==> config.mk <==
export PLATFORM = sky130hd
export DESIGN_NAME = bit_register_display
export DESIGN_NICKNAME = d
export VERILOG_FILES = /design/src/rtl/bit_register_display.sv
export SDC_FILE = /design/constraint.sdc
export NUM_CORES = 1
export LEC_CHECK = 0
export BUFFER_PORTS_ARGS = -buffer_cell sky130_fd_sc_hd__buf_4
export CAP_MARGIN = 20
export CELL_PAD_IN_SITES_DETAIL_PLACEMENT = 0
export CELL_PAD_IN_SITES_GLOBAL_PLACEMENT = 1
export CORE_UTILIZATION = 33
export CTS_BUF_LIST = sky130_fd_sc_hd__clkbuf_4 sky130_fd_sc_hd__clkbuf_8
export CTS_CLUSTER_SIZE = 25
export DETAILED_ROUTE_END_ITERATION = 8
export PLACE_DENSITY_LB_ADDON = 0.1
export SYNTH_ARGS = -nofsm -noshare
export SYNTH_HDL_FRONTEND = slang
export SYNTH_SLANG_ARGS = --single-unit
==> constraint.sdc <==
create_clock -name CLK -period 2.7 [get_ports CLK]
set_input_delay 0.54 -clock CLK [delete_from_list [all_inputs] [get_ports CLK]]
set_output_delay 0.54 -clock CLK [all_outputs]
set_load 0.01 [all_outputs]
==> src/rtl/bit_register_display.sv <==
// bit_register_display: bit-addressable register with a time-multiplexed
// 7-segment readout (binary: one bit per digit, hex: one nibble per digit).
// Optional build macro LEADING_ZERO_BLANK_EN blanks digits above the most
// significant nonzero digit; digit 0 always stays lit.
module bit_register_display #(
  parameter int WIDTH       = 8,
  parameter int NUM_DIGITS  = 8,
  parameter int REFRESH_DIV = 100000,
  parameter int IDX_W       = $clog2(WIDTH)
) (
  input  logic                  CLK,
  input  logic                  rst,
  input  logic                  valid_in,
  input  logic [1:0]            op,
  input  logic [IDX_W-1:0]      bit_index,
  input  logic                  bit_value,
  input  logic                  load,
  input  logic [WIDTH-1:0]      load_data,
  input  logic                  hex_mode,
  output logic [WIDTH-1:0]      reg_q,
  output logic [7:0]            Seg,
  output logic [NUM_DIGITS-1:0] Anodes,
  output logic                  idx_err
);

  localparam int PRE_W      = $clog2(REFRESH_DIV);
  localparam int PTR_W      = (NUM_DIGITS > 1) ? $clog2(NUM_DIGITS) : 1;
  localparam int PAD_W      = WIDTH + 4 * NUM_DIGITS;
  localparam int HEX_DIGITS = (WIDTH + 3) / 4;

  logic [WIDTH-1:0] bit_mask;
  logic [WIDTH-1:0] op_result;
  logic             index_bad;

  logic [PRE_W-1:0] prescaler;
  logic [PTR_W-1:0] ptr;
  logic             wrap;
  logic [PAD_W-1:0] padded;
  logic [3:0]       nibble;
  logic             bit_val;
  logic             blank;
  logic [7:0]       glyph;
  logic [7:0]       seg_next;
`ifdef LEADING_ZERO_BLANK_EN
  logic [PTR_W-1:0] top_digit;
`endif

  // Standard active-low 0-F glyphs, {A,B,C,D,E,F,G,DP}, DP off.
  function automatic logic [7:0] hex_glyph(input logic [3:0] n);
    logic [7:0] g;
    case (n)
      4'h0: g = 8'b0000_0011;
      4'h1: g = 8'b1001_1111;
      4'h2: g = 8'b0010_0101;
      4'h3: g = 8'b0000_1101;
      4'h4: g = 8'b1001_1001;
      4'h5: g = 8'b0100_1001;
      4'h6: g = 8'b0100_0001;
      4'h7: g = 8'b0001_1111;
      4'h8: g = 8'b0000_0001;
      4'h9: g = 8'b0000_1001;
      4'hA: g = 8'b0001_0001;
      4'hB: g = 8'b1100_0001;
      4'hC: g = 8'b0110_0011;
      4'hD: g = 8'b1000_0101;
      4'hE: g = 8'b0110_0001;
      default: g = 8'b0111_0001;
    endcase
    return g;
  endfunction

  // Result of the requested bit operation applied to the current word.
  always_comb begin
    bit_mask  = WIDTH'(1) << bit_index;
    index_bad = 32'(bit_index) >= WIDTH;
    op_result = reg_q;
    case (op)
      2'b00: op_result = bit_value ? (reg_q | bit_mask) : (reg_q & ~bit_mask);
      2'b01: op_result = reg_q | bit_mask;
      2'b10: op_result = reg_q & ~bit_mask;
      default: op_result = reg_q ^ bit_mask;
    endcase
  end

  // Register and sticky error flag; a whole-word load beats any bit op.
  always_ff @(posedge CLK or negedge rst) begin
    if (!rst) begin
      reg_q   <= '0;
      idx_err <= 1'b0;
    end else if (load) begin
      reg_q   <= load_data;
      idx_err <= 1'b0;
    end else if (valid_in) begin
      if (index_bad) begin
        idx_err <= 1'b1;
      end else begin
        reg_q <= op_result;
      end
    end
  end

  // Glyph for the digit being strobed next, sampled from the live register.
  always_comb begin
    wrap    = prescaler == PRE_W'(REFRESH_DIV - 1);
    padded  = PAD_W'(reg_q);
    nibble  = padded[4*ptr +: 4];
    bit_val = padded[ptr];
    blank   = hex_mode ? (32'(ptr) >= HEX_DIGITS) : (32'(ptr) >= WIDTH);
    glyph   = hex_mode ? hex_glyph(nibble)
                       : (bit_val ? 8'b1001_1111 : 8'b0000_0011);
`ifdef LEADING_ZERO_BLANK_EN
    top_digit = '0;
    for (int i = 0; i < NUM_DIGITS; i++) begin
      if (hex_mode ? (padded[4*i +: 4] != 4'h0) : padded[i]) begin
        top_digit = PTR_W'(i);
      end
    end
    if (ptr > top_digit) begin
      blank = 1'b1;
    end
`endif
    seg_next = blank ? 8'hFF : glyph;
  end

  // Scan timing: the pointer names the digit lit at the next prescaler wrap,
  // so the first wrap after reset lights digit 0 and then moves on.
  always_ff @(posedge CLK or negedge rst) begin
    if (!rst) begin
      prescaler <= '0;
      ptr       <= '0;
      Seg       <= 8'hFF;
      Anodes    <= '1;
    end else if (wrap) begin
      prescaler <= '0;
      Seg       <= seg_next;
      Anodes    <= ~(NUM_DIGITS'(1) << ptr);
      ptr       <= (ptr == PTR_W'(NUM_DIGITS - 1)) ? '0 : ptr + 1'b1;
    end else begin
      prescaler <= prescaler + 1'b1;
    end
  end

endmodule

* Word level (Yosys, flattened, before mapping)
Memory sizes are Yosys's and may differ from the RTL's.
Index checks and enable logic that the tools add are counted.
W data, S select, Z words.
** Cells by class
- Eq/ne operators :: 4
- Magnitude comparators :: 2
- Add/sub/neg operators :: 2
- Multiplexer cells :: 12
- Bitwise logic cells :: 5
- Shifts and indexed selects :: 3
- Reduce and logical (&&, ||, !) cells :: 2
** Operators with widths (count)
- $mux W8 :: 6
- $shiftx A40 B6 Y4 :: 1
- $pmux W8 S3 :: 1
- $add A17 B1 Y17 const B :: 1
- $eq A17 B17 Y1 const B :: 1
- $mux W17 :: 1
- $not A8 Y8 :: 2
- $shl A1 B3 Y8 const A :: 2
- $and A8 B8 Y8 :: 1
- $or A8 B8 Y8 :: 1
- $xor A8 B8 Y8 :: 1
- $lt A3 B7 Y1 const B :: 1
- $add A3 B1 Y3 const B :: 1
- $bmux W1 S3 :: 1
- $eq A3 B3 Y1 const B :: 1
- $ge A3 B2 Y1 const B :: 1
- $mux W3 :: 1
- $eq A2 B1 Y1 const B :: 1
- $eq A2 B2 Y1 const B :: 1
- $logic_not A2 Y1 :: 1
- $mux W1 :: 2
- $reduce_bool A2 Y1 :: 1
** Word-level totals
- Register bits :: 44
- Memory bits (read-only) :: 112
- Output and inout bits :: 25
- Memories :: 1
- Word-level logic and storage cells :: 36
** Memory list
- (no name shown) :: words 16, bits a word 7, read ports 1, clocked after memory_dff 0, write ports 0, line 51 : case (n)

* Longest topological paths before layout
- Depth in word-level cells :: 7
- Gate-level depth with buffers :: 11
- Gate-level depth less buffers :: 9

* Worst setup path after synthesis
OpenSTA, ideal clock, no wires.
- Path type :: register to register
- From :: reg ptr[2]
- To :: reg Seg[7]
- Required time :: 2.614 ns
- Cell stages (with the launch flop) :: 10
- Slack :: 0.501 ns
- Arrival :: 2.113 ns
- Cells stage by stage :: dfrtp_1 > buf_2 > or2_2 > buf_4 > nor2_2 > inv_1 > ha_1 > or4_1 > o2111ai_1 > a21oi_1
** On the way
- Word-level cells in the longest chain between the ends :: 5
- Elaborated cells between the ends (all ways) :: 9
** Ends and longest elaborated chain
- start: declaration :: line 36 : logic [PTR_W-1:0] ptr;
- start signal: assignment :: line 137 : ptr <= (ptr == PTR_W'(NUM_DIGITS - 1)) ? '0 : ptr + 1'b1;
- branches (longest 4 deep; another with $mem_v2 Z16 W7)
- $mux W8 (*) :: line 122 : seg_next = blank ? 8'hFF : glyph;
- end signal: assignment :: line 135 : Seg <= seg_next;
- end: declaration :: line 21 : output logic [7:0] Seg,
Every way passes the cells marked *. The select of a mux whose other input is x is not followed.
A chain may end at the register's enable or synchronous reset.

* Worst setup path in the final report
Same ends and word-level chain as after synthesis.

==> impl_metrics.py <==
metrics = {
    "drt": {
        "routed-via-count": 2392,
        "wl_per_cell_um": 15.4,
        "drt_iter0_markers": 141,
        "drt-total-wl_um": 7100,
        "drc": 5,
        "vias_per_cell": 5.19,
        "antenna_left": 0,
        "first_pass_iters": 6,
    },
    "clock_network": {
        "root_buffer": "clkbuf_8",
        "cts_tree": "built",
        "clk_latency_ns": 0.30,
        "hold_buffers": 0,
        "cts.clk_slew.worst_paths_ns": 0.10,
        "clock_path_buffers": 2,
        "clock_sinks": 43,
        "cts_setup_buffers": 0,
        "cts_resized": 0,
        "cts_buffers": 5,
        "htree_levels": 2,
    },
    "sta": {
        "timing.fmax_mhz": 431,
        "period_share": 0.860,
        "clock_skew_ns": 0.0115,
        "slew_viol_final": 0,
        "fin_setup_tns_ns": 0,
        "rsz0062_at_grt": "no",
        "period_minus_slack_ns": 2.32,
        "setup_violations": 0,
        "slew_headroom": 0.610,
        "worst_pin_slew_ns": 0.585,
        "hold_slack_ns": 0.227,
        "finalHoldViolCount": 0,
        "fin_ws_ns": 0.379,
    },
    "setup_path": {
        "critPathMaxFanout": 10,
        "end_kind": "flop",
        "rr_worst_depth": 7,
        "r2r_slack_ns": 0.38,
        "regToRegEndpoint": "Seg[7]",
        "arrival_ns": 2.54,
        "required_ns": 2.92,
        "crit_type": "reg2reg",
        "crit_path_start_kind": "flop",
        "reg2reg_from": "ptr[2]",
    },
    "global_route": {
        "grt_max_degree": 44,
        "grt_pass1_vias": 2375,
        "grt_pass1_wl_um": 12500,
        "track_usage": 0.162,
        "gr-total-overflow": 0,
        "antenna_found_initial": 0,
    },
    "layout": {
        "final_area_um2": 3490,
        "drive_gt1_frac": 0.258,
        "diodes": 0,
        "finalNonFillerCells": 461,
        "syn2layout_area_growth_pct": 15.2,
        "fin_nets": 400,
        "fill_cells": 910,
    },
    "logic_synthesis": {
        "synthArstFlopShare": 1.00,
        "yosys_warnings": 0,
        "synthFlopType": "dfrtp_1",
        "synth_area_um2": 3030,
        "post-synth-top-count-cell": "nor2_1",
        "synthTopCellsByCount": "nor2_1 (31), ha_1 (29), dfrtp_1 (28)",
        "synth.distinct_cells": 53,
        "synthCells": 319,
        "synth-seq-cells": 43,
        "synth.area.top_cells": "dfrtp_1 (23%), dfstp_2 (13%), ha_1 (12%)",
        "netlist.area_leader.share": 0.231,
        "synth-seq-area-share": 0.362,
        "synthesis.nets": 367,
        "avgSynthCellArea_um2": 9.49,
        "synth-edff-count": 0,
        "synth_top_area_cell": "dfrtp_1",
    },
    "floorplan": {
        "die_x_um": 97.8,
        "rows": 34,
        "initial_core_util": 0.344,
        "die_y_um": 97.8,
        "die_area_um2": 9560,
        "coreArea_um2": 8810,
        "io_pins": 44,
    },
    "pwr": {
        "leakage_uw": 0.00157,
        "power_density_nw_per_um2": 406,
        "peakVddDrop_mv": 0.224,
    },
    "min_path": {
        "worstHoldPathType": "in2async",
    },
    "flow_run": {
        "cap_violations": 0,
    },
    "place": {
        "dp_cells": 453,
        "dp_slack_ns": 0.390,
        "port_buffers": 41,
        "dp_hpwl_um": 5070,
        "routabilityCongestion": 0.788,
        "placedInstanceArea_um2": 3400,
    },
    "status": {
        "violations": "DRC",
        "status": "finished, violations left",
    },
}
## through the flow
| step | utilization | power [uW] |
|---|---|---|
| 6_report | 0.396 | 1420 |
| 5_1_grt | 0.396 | 1510 |
| 4_1_cts | 0.396 | 1450 |
| 3_5_place_dp | 0.386 | 993 |
| 3_3_place_gp | 0.386 | 991 |
| 2_1_floorplan | - | 878 |
## layout by cell type (no fill, tap or decap), types with 6 or more instances in the layout
cell and count:
a21oi_1 11, nand2_1 23, xnor2_1 8, o22ai_1 6, mux2_2 13, a31oi_1 9
ha_1 29, inv_1 24, nand3_1 7, nor2_1 31, dfstp_2 15, xor2_1 8
dfrtp_1 28, o21ai_0 17, mux2i_1 11, buf_4 44
## critical path, cell delays in order (launching register included)
cell	delay (ns)
dfrtp_1	0.50
or2_2	0.43
nor2_2	0.25
inv_1	0.13
ha_1	0.23
or4_1	0.51
o2111ai_1	0.10
a21oi_1	0.09
## state kept, by name (all words and copies together), names as in the netlist
signal / count
Anodes: 8
ptr: 3
prescaler: 17
Seg: 7
reg_q: 8
## worst max-delay path by stage
stage                     startpoint     end  slack, ns
after floorplan               ptr[2]  Seg[7]       0.50
after global placement        ptr[2]  Seg[7]       0.46
after detailed placement      ptr[2]  Seg[7]       0.39
after CTS                     ptr[2]  Seg[7]       0.37
after global routing          ptr[2]  Seg[7]       0.14
final                         ptr[2]  Seg[7]       0.38
## metal layers
metal / GRT usage / vias up / wire length, um
li1: - / 1191 / -
met1: 0.236 / 1145 / 3780
met2: 0.255 / 52 / 3060
met3: 0.0186 / 4 / 207
met4: 0.0420 / 0 / 56
met5: 0 / - / 0
## cells by family after synthesis
logic type               synth area share
adder cells (fa/ha/maj)             0.120
flip-flops                          0.362
AO/OA/AOI/OAI                       0.145
buffers and inverters              0.0645
other                             0.00248
XOR/XNOR                           0.0463
multiplexers                        0.101
AND/OR/NAND/NOR                     0.160
## where the power goes
part	internal, uW	total (uW)	leakage (uW)	switching [uW]
Clock	186	440	0.0000408	255
Combinational	132	291	0.00101	159
Sequential	657	687	0.000517	29.7
## layout make-up
cell class / instances / area, um2 / share of cell area
clock buffers: 5 / 68.8 / 0.0197
multi-input cells: 234 / 1750 / 0.501
repair buffers: 44 / 330 / 0.0947
clock inverters: 3 / 23.8 / 0.00681
inverters: 24 / 90.1 / 0.0258
flip-flops and latches: 43 / 1090 / 0.314
well taps: 108 / 135 / 0.0387
No activity file was read; power rests on OpenSTA's default activity.
